`src/rtl/axis_wormhole_arbiter_if.sv`:
```
// AXI-Stream bundle for the wormhole arbiter: N packed input channels, one output
// channel and the arbitration status. The slave modport is the arbiter's side.
interface axis_wormhole_arbiter_if #(
    parameter int N_INPUTS   = 5,
    parameter int DATA_WIDTH = 32,
    parameter int DEST_WIDTH = 4
);
    logic [N_INPUTS-1:0]            in_tvalid_i;
    logic [N_INPUTS*DATA_WIDTH-1:0] in_tdata_i;
    logic [N_INPUTS-1:0]            in_tlast_i;
    logic [N_INPUTS*DEST_WIDTH-1:0] in_tdest_i;
    logic [N_INPUTS-1:0]            in_tready_o;
    logic                           out_tvalid_o;
    logic [DATA_WIDTH-1:0]          out_tdata_o;
    logic                           out_tlast_o;
    logic [DEST_WIDTH-1:0]          out_tdest_o;
    logic                           out_tready_i;
    logic [N_INPUTS-1:0]            grant_o;
    logic                           busy_o;

    modport slave (
        input  in_tvalid_i, in_tdata_i, in_tlast_i, in_tdest_i, out_tready_i,
        output in_tready_o, out_tvalid_o, out_tdata_o, out_tlast_o, out_tdest_o,
        output grant_o, busy_o
    );

    modport master (
        output in_tvalid_i, in_tdata_i, in_tlast_i, in_tdest_i, out_tready_i,
        input  in_tready_o, out_tvalid_o, out_tdata_o, out_tlast_o, out_tdest_o,
        input  grant_o, busy_o
    );
endinterface

```
`src/rtl/axis_wormhole_arbiter.sv`:
```
// Round-robin, packet-locked arbiter sharing one AXI-Stream output between N inputs,
// with a 2-entry output buffer so input ready never depends on output ready.
//
//   state     | meaning
//   ----------+-------------------------------------------------------------
//   ST_IDLE   | no owner; pick the next valid input after last_grant
//   ST_LOCKED | owner streams beats into the buffer until its TLAST is taken
module axis_wormhole_arbiter #(
    parameter int N_INPUTS   = 5,
    parameter int DATA_WIDTH = 32,
    parameter int DEST_WIDTH = 4
) (
    input logic                    clk_i,
    input logic                    rst_n_i,
    axis_wormhole_arbiter_if.slave axis
);
    localparam int IDX_W  = (N_INPUTS > 1) ? $clog2(N_INPUTS) : 1;
    localparam int BEAT_W = DATA_WIDTH + DEST_WIDTH + 1;

    typedef enum logic {
        ST_IDLE,
        ST_LOCKED
    } state_t;

    state_t              state_q, state_d;
    logic [IDX_W-1:0]    last_grant_q, last_grant_d;
    logic [N_INPUTS-1:0] grant_q, grant_d;

    logic [BEAT_W-1:0]   buf_q [2];
    logic                rd_ptr_q, wr_ptr_q;
    logic [1:0]          count_q;

    logic                win_found;
    logic [IDX_W-1:0]    win_idx;
    logic [IDX_W-1:0]    cand;
    logic                can_push;
    logic                push;
    logic                pop;
    logic [BEAT_W-1:0]   push_beat;
    logic [BEAT_W-1:0]   head;

    // Search starts just after the previous owner so every input gets a turn.
    always_comb begin
        win_found = 1'b0;
        win_idx   = '0;
        cand      = '0;
        for (int i = 1; i <= N_INPUTS; i++) begin
            cand = IDX_W'((int'(last_grant_q) + i) % N_INPUTS);
            if (!win_found && axis.in_tvalid_i[cand]) begin
                win_found = 1'b1;
                win_idx   = cand;
            end
        end
    end

    // last_grant_q doubles as the owner index while locked.
    assign can_push  = (state_q == ST_LOCKED) && (count_q != 2'd2);
    assign push      = can_push && axis.in_tvalid_i[last_grant_q];
    assign pop       = (count_q != 2'd0) && axis.out_tready_i;
    assign push_beat = {axis.in_tlast_i[last_grant_q],
                        axis.in_tdest_i[last_grant_q*DEST_WIDTH +: DEST_WIDTH],
                        axis.in_tdata_i[last_grant_q*DATA_WIDTH +: DATA_WIDTH]};

    always_ff @(posedge clk_i or negedge rst_n_i) begin
        if (!rst_n_i) begin
            state_q      <= ST_IDLE;
            last_grant_q <= IDX_W'(N_INPUTS - 1);
            grant_q      <= '0;
        end else begin
            state_q      <= state_d;
            last_grant_q <= last_grant_d;
            grant_q      <= grant_d;
        end
    end

    always_comb begin
        state_d      = state_q;
        last_grant_d = last_grant_q;
        grant_d      = grant_q;
        case (state_q)
            ST_IDLE: begin
                if (win_found) begin
                    state_d          = ST_LOCKED;
                    last_grant_d     = win_idx;
                    grant_d          = '0;
                    grant_d[win_idx] = 1'b1;
                end
            end
            ST_LOCKED: begin
                if (push && push_beat[BEAT_W-1]) begin
                    state_d = ST_IDLE;
                    grant_d = '0;
                end
            end
            default: begin
                state_d = ST_IDLE;
                grant_d = '0;
            end
        endcase
    end

    always_ff @(posedge clk_i or negedge rst_n_i) begin
        if (!rst_n_i) begin
            buf_q[0] <= '0;
            buf_q[1] <= '0;
            rd_ptr_q <= 1'b0;
            wr_ptr_q <= 1'b0;
            count_q  <= 2'd0;
        end else begin
            if (push) begin
                buf_q[wr_ptr_q] <= push_beat;
                wr_ptr_q        <= ~wr_ptr_q;
            end
            if (pop) begin
                rd_ptr_q <= ~rd_ptr_q;
            end
            case ({push, pop})
                2'b10:   count_q <= count_q + 2'd1;
                2'b01:   count_q <= count_q - 2'd1;
                default: count_q <= count_q;
            endcase
        end
    end

    assign head              = buf_q[rd_ptr_q];
    assign axis.in_tready_o  = can_push ? grant_q : '0;
    assign axis.out_tvalid_o = (count_q != 2'd0);
    assign axis.out_tlast_o  = head[BEAT_W-1];
    assign axis.out_tdest_o  = head[DATA_WIDTH +: DEST_WIDTH];
    assign axis.out_tdata_o  = head[DATA_WIDTH-1:0];
    assign axis.grant_o      = grant_q;
    assign axis.busy_o       = (state_q == ST_LOCKED);
endmodule
```
`src/flat_wrapper.sv`:
```
// flat-port wrapper written by rule: the top's interface ports become plain ports
module axis_wormhole_arbiter_flat 
#(
    parameter int N_INPUTS   = 5,
    parameter int DATA_WIDTH = 32,
    parameter int DEST_WIDTH = 4
)
  (clk_i, rst_n_i, axis_in_tvalid_i, axis_in_tdata_i, axis_in_tlast_i, axis_in_tdest_i, axis_out_tready_i, axis_in_tready_o, axis_out_tvalid_o, axis_out_tdata_o, axis_out_tlast_o, axis_out_tdest_o, axis_grant_o, axis_busy_o);
  axis_wormhole_arbiter_if #(.N_INPUTS(N_INPUTS), .DATA_WIDTH(DATA_WIDTH), .DEST_WIDTH(DEST_WIDTH)) axis_i ();
  input logic clk_i;
  input logic rst_n_i;
  input wire logic [$bits(axis_i.in_tvalid_i)-1:0] axis_in_tvalid_i;
  input wire logic [$bits(axis_i.in_tdata_i)-1:0] axis_in_tdata_i;
  input wire logic [$bits(axis_i.in_tlast_i)-1:0] axis_in_tlast_i;
  input wire logic [$bits(axis_i.in_tdest_i)-1:0] axis_in_tdest_i;
  input wire logic [$bits(axis_i.out_tready_i)-1:0] axis_out_tready_i;
  output wire logic [$bits(axis_i.in_tready_o)-1:0] axis_in_tready_o;
  output wire logic [$bits(axis_i.out_tvalid_o)-1:0] axis_out_tvalid_o;
  output wire logic [$bits(axis_i.out_tdata_o)-1:0] axis_out_tdata_o;
  output wire logic [$bits(axis_i.out_tlast_o)-1:0] axis_out_tlast_o;
  output wire logic [$bits(axis_i.out_tdest_o)-1:0] axis_out_tdest_o;
  output wire logic [$bits(axis_i.grant_o)-1:0] axis_grant_o;
  output wire logic [$bits(axis_i.busy_o)-1:0] axis_busy_o;
  assign axis_i.in_tvalid_i = axis_in_tvalid_i;
  assign axis_i.in_tdata_i = axis_in_tdata_i;
  assign axis_i.in_tlast_i = axis_in_tlast_i;
  assign axis_i.in_tdest_i = axis_in_tdest_i;
  assign axis_i.out_tready_i = axis_out_tready_i;
  assign axis_in_tready_o = axis_i.in_tready_o;
  assign axis_out_tvalid_o = axis_i.out_tvalid_o;
  assign axis_out_tdata_o = axis_i.out_tdata_o;
  assign axis_out_tlast_o = axis_i.out_tlast_o;
  assign axis_out_tdest_o = axis_i.out_tdest_o;
  assign axis_grant_o = axis_i.grant_o;
  assign axis_busy_o = axis_i.busy_o;
  axis_wormhole_arbiter #(.N_INPUTS(N_INPUTS), .DATA_WIDTH(DATA_WIDTH), .DEST_WIDTH(DEST_WIDTH)) u_core (.clk_i(clk_i), .rst_n_i(rst_n_i), .axis(axis_i));
endmodule
```
`config.mk`:
```
export PLATFORM = sky130hd
export DESIGN_NAME = axis_wormhole_arbiter_flat
export DESIGN_NICKNAME = d
export VERILOG_FILES = /design/src/rtl/axis_wormhole_arbiter_if.sv /design/src/rtl/axis_wormhole_arbiter.sv /design/src/flat_wrapper.sv
export SDC_FILE = /design/constraint.sdc
export NUM_CORES = 1
export LEC_CHECK = 0
export CORE_ASPECT_RATIO = 1.75
export CORE_MARGIN = 5
export CORE_UTILIZATION = 28
export DETAILED_ROUTE_END_ITERATION = 7
export PLACE_DENSITY = 0.58
export SLEW_MARGIN = 20
export SYNTH_ARGS = -nofsm -noshare
export SYNTH_HDL_FRONTEND = slang
export SYNTH_SLANG_ARGS = --single-unit
```
`constraint.sdc`:
```
create_clock -name clk_i -period 8.75 [get_ports clk_i]
set_input_delay 1.3125 -clock clk_i [delete_from_list [all_inputs] [get_ports clk_i]]
set_output_delay 1.3125 -clock clk_i [all_outputs]
set_load 0.005 [all_outputs]
```
==> metrics.md, run 1 <==
| Metric | Value |
|---|---|
| Status | `finished clean` |
| Met1 Resource Use GR | `0.177` |
| Area post-placement | `0.00927 mm2` |
| Relative slew slack | `0.328` |
| DRC errors left | `0` |
| Post-layout net count | `1096` |
| GR Layer Usage met2 | `0.315` |
| IO buf count | `241` |
| Area of the multi-input gates | `0.00416 mm2` |
| Filler instances | `2317` |
| Post-route setup TNS | `0 ps` |
| Post-CTS setup buffers | `0` |
| Initial drt markers | `272` |
| Largest net degree at the start of global routing | `74` |
| FP Rows | `74` |
| CP Capture Type | `flip-flop` |
| FMAX | `0.173 GHz` |
| Crit-path max FO | `22` |
| Critical path's largest stage delay | `910 ps` |
| Clock Skew | `13.4 ps` |
| Initial DRT Pass Iterations | `4` |
| Via count | `6053` |
| Final core occ | `0.412` |
| Critical path, cell by cell | `inv_1 -> ha_1 -> inv_1 -> ha_1 -> or3b_2 -> o22ai_1 -> or2_1 -> ha_1 -> nand2_1 -> a211o_1 -> o211ai_1 -> and3b_1 -> a21oi_2 -> nand2_1 -> o311a_1 -> o31ai_1 -> a31oi_1 -> a32o_1` |
| PD cells | `392 mW/mm2` |
| Max-slew violations | `0` |
| Initial Utilization | `0.284` |
| TritonCTS Buffers | `9` |
| CP Class | `reg2reg` |
| Vias/cell | `5.10` |
| Grt met3 use | `0.0220` |
| Post-cts sizing count | `0` |
| Routed WL per cell | `19.3 um` |
| Longest Clk Path Bufs | `2` |
| CP arrival | `6020 ps` |
| Final critical-path share of the clock period | `0.662` |
| Final setup vio count | `0` |
| Hold Fails Final Rpt | `0` |
| Syn_area_per_cell | `9.91 um2` |
| GRT Overall Usage | `0.164` |
| CTS tree | `done` |
| Peak supply drop | `167 uV` |
| Leading cell type in the layout, fill and taps excluded | `clkdlybuf4s50_1` |
| Slew @ Worst Pin | `1010 ps` |
| Design area | `0.00958 mm2` |
| Distinct cells, synth | `73` |
| Startpoint types | `flip-flop` |
| Hold Crit Class | `reg2reg` |
| First-pass GRT wire length | `34900 um` |
| Number of H-tree levels | `3` |
| CTS sink cnt | `87` |
| Dpl ws | `2980 ps` |
| Worst path required time | `8970 ps` |
| DP HPWL | `17500 um` |
| Layout area overhead | `45.3%` |
| Share of layout cells above drive strength 1 | `0.155` |
| Synth Net Count | `883` |
| Worst Hold Slack | `472 ps` |
| Cell family with the largest share of critical-path delay | `compound AO/OA/AOI/OAI gates` |
| Clock Latency Late Sink | `330 ps` |
| Register Area | `0.00218 mm2` |
| Final min period | `5790 ps` |
| WP buf/inv | `2` |
| Static Leak | `3.81 nW` |
| Initial antenna violation count | `0` |
| Async S/R FF share, synth | `1.00` |
| Clk pin slew, worst setup/hold paths | `70 ps` |
| Mapped Area | `0.00659 mm2` |
| RSZ-0062 raised after global routing | `no` |
| RD Place Congestion | `0.854` |
| Congestion Overflow GR | `0` |
| Most used flip-flop cell after synthesis | `dfrtp_1` |
| Vias in the first global route | `6412` |
| Routed wire length | `22900 um` |
| IO Pins | `242` |
| FF+latch count, synth | `87` |
| CTS hold repair buffers | `0` |
| Commonest cells after routing, fill and taps aside | `240 x clkdlybuf4s50_1, 83 x dfrtp_1, 57 x nand2_1` |
| Cells after Synth | `665` |
| Antenna viol nets, final | `0` |
| Die height | `213 um` |
| CP most frequent cell | `ha_1` |
| Root buffer cell | `clkbuf_16` |
| Max_cap viols | `0` |
| Die Area | `0.0268 mm2` |
| Final WS setup | `2960 ps` |
| Post-synth EDFFs | `0` |
| CP max-delay cell | `ha_1` |
| Register area share after synthesis | `0.331` |
| Ys Warns | `0` |
| GRT busiest layer | `met2` |
| Die width | `126 um` |
| CORE AREA | `0.0232 mm2` |
| N_diodes | `0` |
==> cell type report <==
cell class              count  area share
clock buffers              12      0.0268
clock inverters             4     0.00575
inverters                  22     0.00862
multi-input cells         510       0.434
flip-flops and latches     87       0.228
well taps                 304      0.0397
repair buffers            248       0.257
==> state kept, by name, summed over array words and instances, names as in the netlist <==
register             flops
u_core.buf_q            74
u_core.axis.grant_o      5
u_core.last_grant_q      3
u_core.count_q           2
u_core.axis.busy_o       1
u_core.rd_ptr_q          1
u_core.wr_ptr_q          1
==> tightest hold or removal path: stages (launching register included) <==
cell and delay [ps]:
dfrtp_1 340, nand2_1 50, o21ai_0 60
==> cell families after synthesis <==
group	Yosys count	share of synthesized area
AO/OA/AOI/OAI	204	0.211
AND/OR/NAND/NOR	175	0.127
multiplexers	93	0.224
flip-flops	87	0.331
buffers and inverters	68	0.0410
adder cells (fa/ha/maj)	25	0.0475
XOR/XNOR	13	0.0196
==> routing by layer <==
layer	up-vias	wire length, um
li1	2918	-
met1	2917	8460
met2	180	12700
met3	38	885
met4	0	842
met5	-	0
==> Yosys cell counts (4+ instances only) <==
cell type / number / area share
mux2i_1: 9 / 0.014
dfrtp_1: 86 / 0.33
nand2_1: 58 / 0.033
a21o_1: 6 / 0.0068
a22o_1: 5 / 0.0066
xnor2_1: 7 / 0.0093
mux4_2: 39 / 0.13
mux2_2: 44 / 0.075
o22ai_1: 5 / 0.0047
o2bb2ai_1: 4 / 0.0053
inv_1: 19 / 0.011
buf_1: 5 / 0.0028
nor3_1: 12 / 0.0091
nor2_1: 53 / 0.030
clkbuf_1: 33 / 0.019
o21ai_0: 46 / 0.035
a21oi_1: 51 / 0.039
nand2b_1: 5 / 0.0047
a31oi_1: 4 / 0.0038
nor2b_1: 6 / 0.0057
xor2_1: 4 / 0.0053
buf_2: 6 / 0.0046
and2_1: 8 / 0.0076
nand3_1: 9 / 0.0068
a22oi_1: 39 / 0.044
and3_1: 4 / 0.0038
ha_1: 25 / 0.047
==> per-stage QoR <==
step           power, mW  std cells
2_1_floorplan       2.51        665
6_report            3.75       1187
5_1_grt             4.08       1187
3_5_place_dp        3.39       1171
4_1_cts             3.80       1187
3_3_place_gp        3.37       1171
==> where the power goes <==
group / total (mW) / internal [mW] / leakage (nW) / switching (mW)
combinational: 2.56 / 1.26 / 2.63 / 1.31
clock: 0.394 / 0.238 / 0.149 / 0.156
sequential: 0.794 / 0.605 / 1.03 / 0.189
==> worst paths after layout <==
path,start,to,slack [ps],cells after the start
min,u_core.buf_q[20],u_core.buf_q[20],470,2
max reg2reg,u_core.last_grant_q[0],u_core.axis.grant_o[0],2960,18
min in group asynchronous,rst_n_i,u_core.buf_q[57],910,1
min reg2reg,u_core.buf_q[20],u_core.buf_q[20],470,2
max in group asynchronous,rst_n_i,u_core.last_grant_q[0],6680,2
max,u_core.last_grant_q[0],u_core.axis.grant_o[0],2960,18
(Power assumes the default switching activity.)
==> inputs of run 2 (changes only) <==
PLACE_DENSITY = 0.6   (was 0.58)
clock period = 4.97 ns   (was 8.75 ns; I/O delays follow)
==> metrics.md, run 2 (synthesized netlist as in run 1, its figures left out) <==
| Metric | Value |
|---|---|
| Status | `finished clean (unchanged)` |
| Max-slew violations | `0 (unchanged)` |
| Area of the multi-input gates | `0.00418 mm2 (was 0.00416 mm2)` |
| GR Layer Usage met2 | `0.311 (was 0.315)` |
| Post-CTS setup buffers | `0 (unchanged)` |
| Top reg by flops | `u_core.buf_q (unchanged)` |
| CP max-delay cell | `dfrtp_4 (was ha_1)` |
| PD cells | `698 mW/mm2 (was 392 mW/mm2)` |
| Clk pin slew, worst setup/hold paths | `70 ps (about the same)` |
| Initial DRT Pass Iterations | `5 (was 4)` |
| CP Capture Type | `flip-flop (unchanged)` |
| Commonest cells after routing, fill and taps aside | `240 x clkdlybuf4s50_1, 83 x dfrtp_1, 57 x nand2_1 (unchanged)` |
| Die height | `213 um (unchanged)` |
| Number of H-tree levels | `3 (unchanged)` |
| Clock Latency Late Sink | `340 ps (was 330 ps)` |
| Hold Fails Final Rpt | `0 (unchanged)` |
| Root buffer cell | `clkbuf_16 (unchanged)` |
| Hold Crit Class | `in2async (was reg2reg)` |
| Routed WL per cell | `19.1 um (was 19.3 um)` |
| Initial drt markers | `334 (was 272)` |
| Final setup vio count | `0 (unchanged)` |
| Worst path required time | `5200 ps (was 8970 ps)` |
| Die Area | `0.0268 mm2 (unchanged)` |
| Filler instances | `2261 (was 2317)` |
| Critical path, cell by cell | `inv_1 -> ha_1 -> xnor2_2 -> inv_2 -> ha_1 -> or3b_2 -> o22ai_1 -> or2_1 -> ha_1 -> nand2_1 -> a211o_1 -> o211ai_1 -> and3b_1 -> a21oi_2 -> nand2_1 -> o311a_1 -> o31ai_1 -> a31oi_1 -> a32o_1 (was inv_1 -> ha_1 -> inv_1 -> ha_1 -> or3b_2 -> o22ai_1 -> or2_1 -> ha_1 -> nand2_1 -> a211o_1 -> o211ai_1 -> and3b_1 -> a21oi_2 -> nand2_1 -> o311a_1 -> o31ai_1 -> a31oi_1 -> a32o_1)` |
| RSZ-0062 raised after global routing | `no (unchanged)` |
| Longest Clk Path Bufs | `2 (unchanged)` |
| Final min period | `4510 ps (was 5790 ps)` |
| Leading cell type in the layout, fill and taps excluded | `clkdlybuf4s50_1 (unchanged)` |
| Congestion Overflow GR | `0 (unchanged)` |
| FP Rows | `74 (unchanged)` |
| Met1 Resource Use GR | `0.181 (was 0.177)` |
| IO buf count | `241 (unchanged)` |
| IO Pins | `242 (unchanged)` |
| GRT busiest layer | `met2 (unchanged)` |
| CP most frequent cell | `ha_1 (unchanged)` |
| Crit-path max FO | `7 (was 22)` |
| Die width | `126 um (unchanged)` |
| CORE AREA | `0.0232 mm2 (unchanged)` |
| Slew @ Worst Pin | `991 ps (was 1010 ps)` |
| Max FFs per register | `74 (unchanged)` |
| Startpoint types | `flip-flop (unchanged)` |
| Share of layout cells above drive strength 1 | `0.167 (was 0.155)` |
| R2R setup slack | `460 ps (was 2960 ps)` |
| Relative slew slack | `0.339 (was 0.328)` |
| Grt met3 use | `0.0238 (was 0.0220)` |
| Layout area overhead | `47.2% (was 45.3%)` |
| DP HPWL | `17600 um (was 17500 um)` |
| Final critical-path share of the clock period | `0.908 (was 0.662)` |
| Post-layout net count | `1106 (was 1096)` |
| DRC errors left | `0 (unchanged)` |
| Worst Hold Slack | `381 ps (was 472 ps)` |
| N_diodes | `0 (unchanged)` |
| CTS sink cnt | `87 (unchanged)` |
| Static Leak | `3.87 nW (was 3.81 nW)` |
| Post-route setup TNS | `0 ps (unchanged)` |
| Initial antenna violation count | `0 (unchanged)` |
| Routed wire length | `22800 um (was 22900 um)` |
| Via count | `6128 (was 6053)` |
| Area post-placement | `0.00937 mm2 (was 0.00927 mm2)` |
| Antenna viol nets, final | `0 (unchanged)` |
| Design area | `0.00970 mm2 (was 0.00958 mm2)` |
| CP Class | `reg2reg (unchanged)` |
| CTS tree | `done (unchanged)` |
| RD Place Congestion | `0.859 (was 0.854)` |
| Clock Skew | `11.1 ps (was 13.4 ps)` |
| Vias/cell | `5.12 (was 5.10)` |
| Final core occ | `0.417 (was 0.412)` |
| Critical path's largest stage delay | `500 ps (was 910 ps)` |
| Vias in the first global route | `6348 (was 6412)` |
| CP arrival | `4740 ps (was 6020 ps)` |
| Largest net degree at the start of global routing | `72 (was 74)` |
| FMAX | `0.222 GHz (was 0.173 GHz)` |
| Max_cap viols | `0 (unchanged)` |
| Register Area | `0.00218 mm2 (unchanged)` |
| Initial Utilization | `0.284 (unchanged)` |
| First-pass GRT wire length | `35100 um (was 34900 um)` |
| TritonCTS Buffers | `9 (unchanged)` |
| GRT Overall Usage | `0.164 (about the same)` |
| Peak supply drop | `263 uV (was 167 uV)` |
==> run 2: changes by cell type in the layout (fill, tap and decap cells not counted), sizes merged <==
cell,delta
clkbuf,-2
buf,+10
clkinv,+1
inv,+1
==> run 2: worst max-delay path, delay by kind of cell (launching register included) <==
kind | cells | cell delay (ps)
fa+ha+maj | 3 | 680
flops | 1 | 500
buf+inv | 2 | 200
simple gates | 5 | 1090
compound gates | 8 | 1790
xor+xnor | 1 | 160
==> run 2: final timing paths <==
check / depth (start not counted) / startpoint / to
setup reg to reg: 19 / u_core.last_grant_q[0] / u_core.axis.grant_o[0]
max in group asynchronous: 2 / rst_n_i / u_core.last_grant_q[0]
hold / removal: 1 / rst_n_i / u_core.buf_q[21]
hold reg to reg: 2 / u_core.buf_q[5] / u_core.buf_q[5]
setup / recovery: 19 / u_core.last_grant_q[0] / u_core.axis.grant_o[0]
min in group clk_i: 2 / u_core.buf_q[5] / u_core.buf_q[5]
==> run 2: power by group <==
group | internal (mW) | total, mW | leakage (nW) | switching (mW)
combinational | 2.31 | 4.76 | 2.69 | 2.45
clock | 0.406 | 0.692 | 0.149 | 0.286
sequential | 1.07 | 1.32 | 1.03 | 0.254
==> run 2: area by class of cell <==
| cell class | count | share of cell area |
|---|---|---|
| clock buffers | 10 | 0.0246 |
| clock inverters | 6 | 0.00709 |
| inverters | 22 | 0.00851 |
| multi-input cells | 510 | 0.431 |
| flip-flops and latches | 87 | 0.225 |
| well taps | 304 | 0.0392 |
| repair buffers | 258 | 0.264 |
==> run 2: routing by layer <==
layer	wire length, um	part of all wire
met5	0	0
met4	865	0.038
met3	927	0.041
met2	12500	0.55
met1	8500	0.37
==> run 2: stage by stage <==
step | instances | setup WS (ps) | power (mW)
floorplan | 665 | 216 | 4.43
global placement | 1181 | 429 | 6.02
detailed placement | 1181 | 344 | 6.08
CTS | 1197 | 314 | 6.80
global route | 1197 | 64.7 | 7.35
finish | 1197 | 456 | 6.77
==> run 2: what timing repair did <==
item	4_1_cts	5_1_grt
gates resized for setup	0	3
hold buffers	0	0
endpoints found under the setup margin	0	8
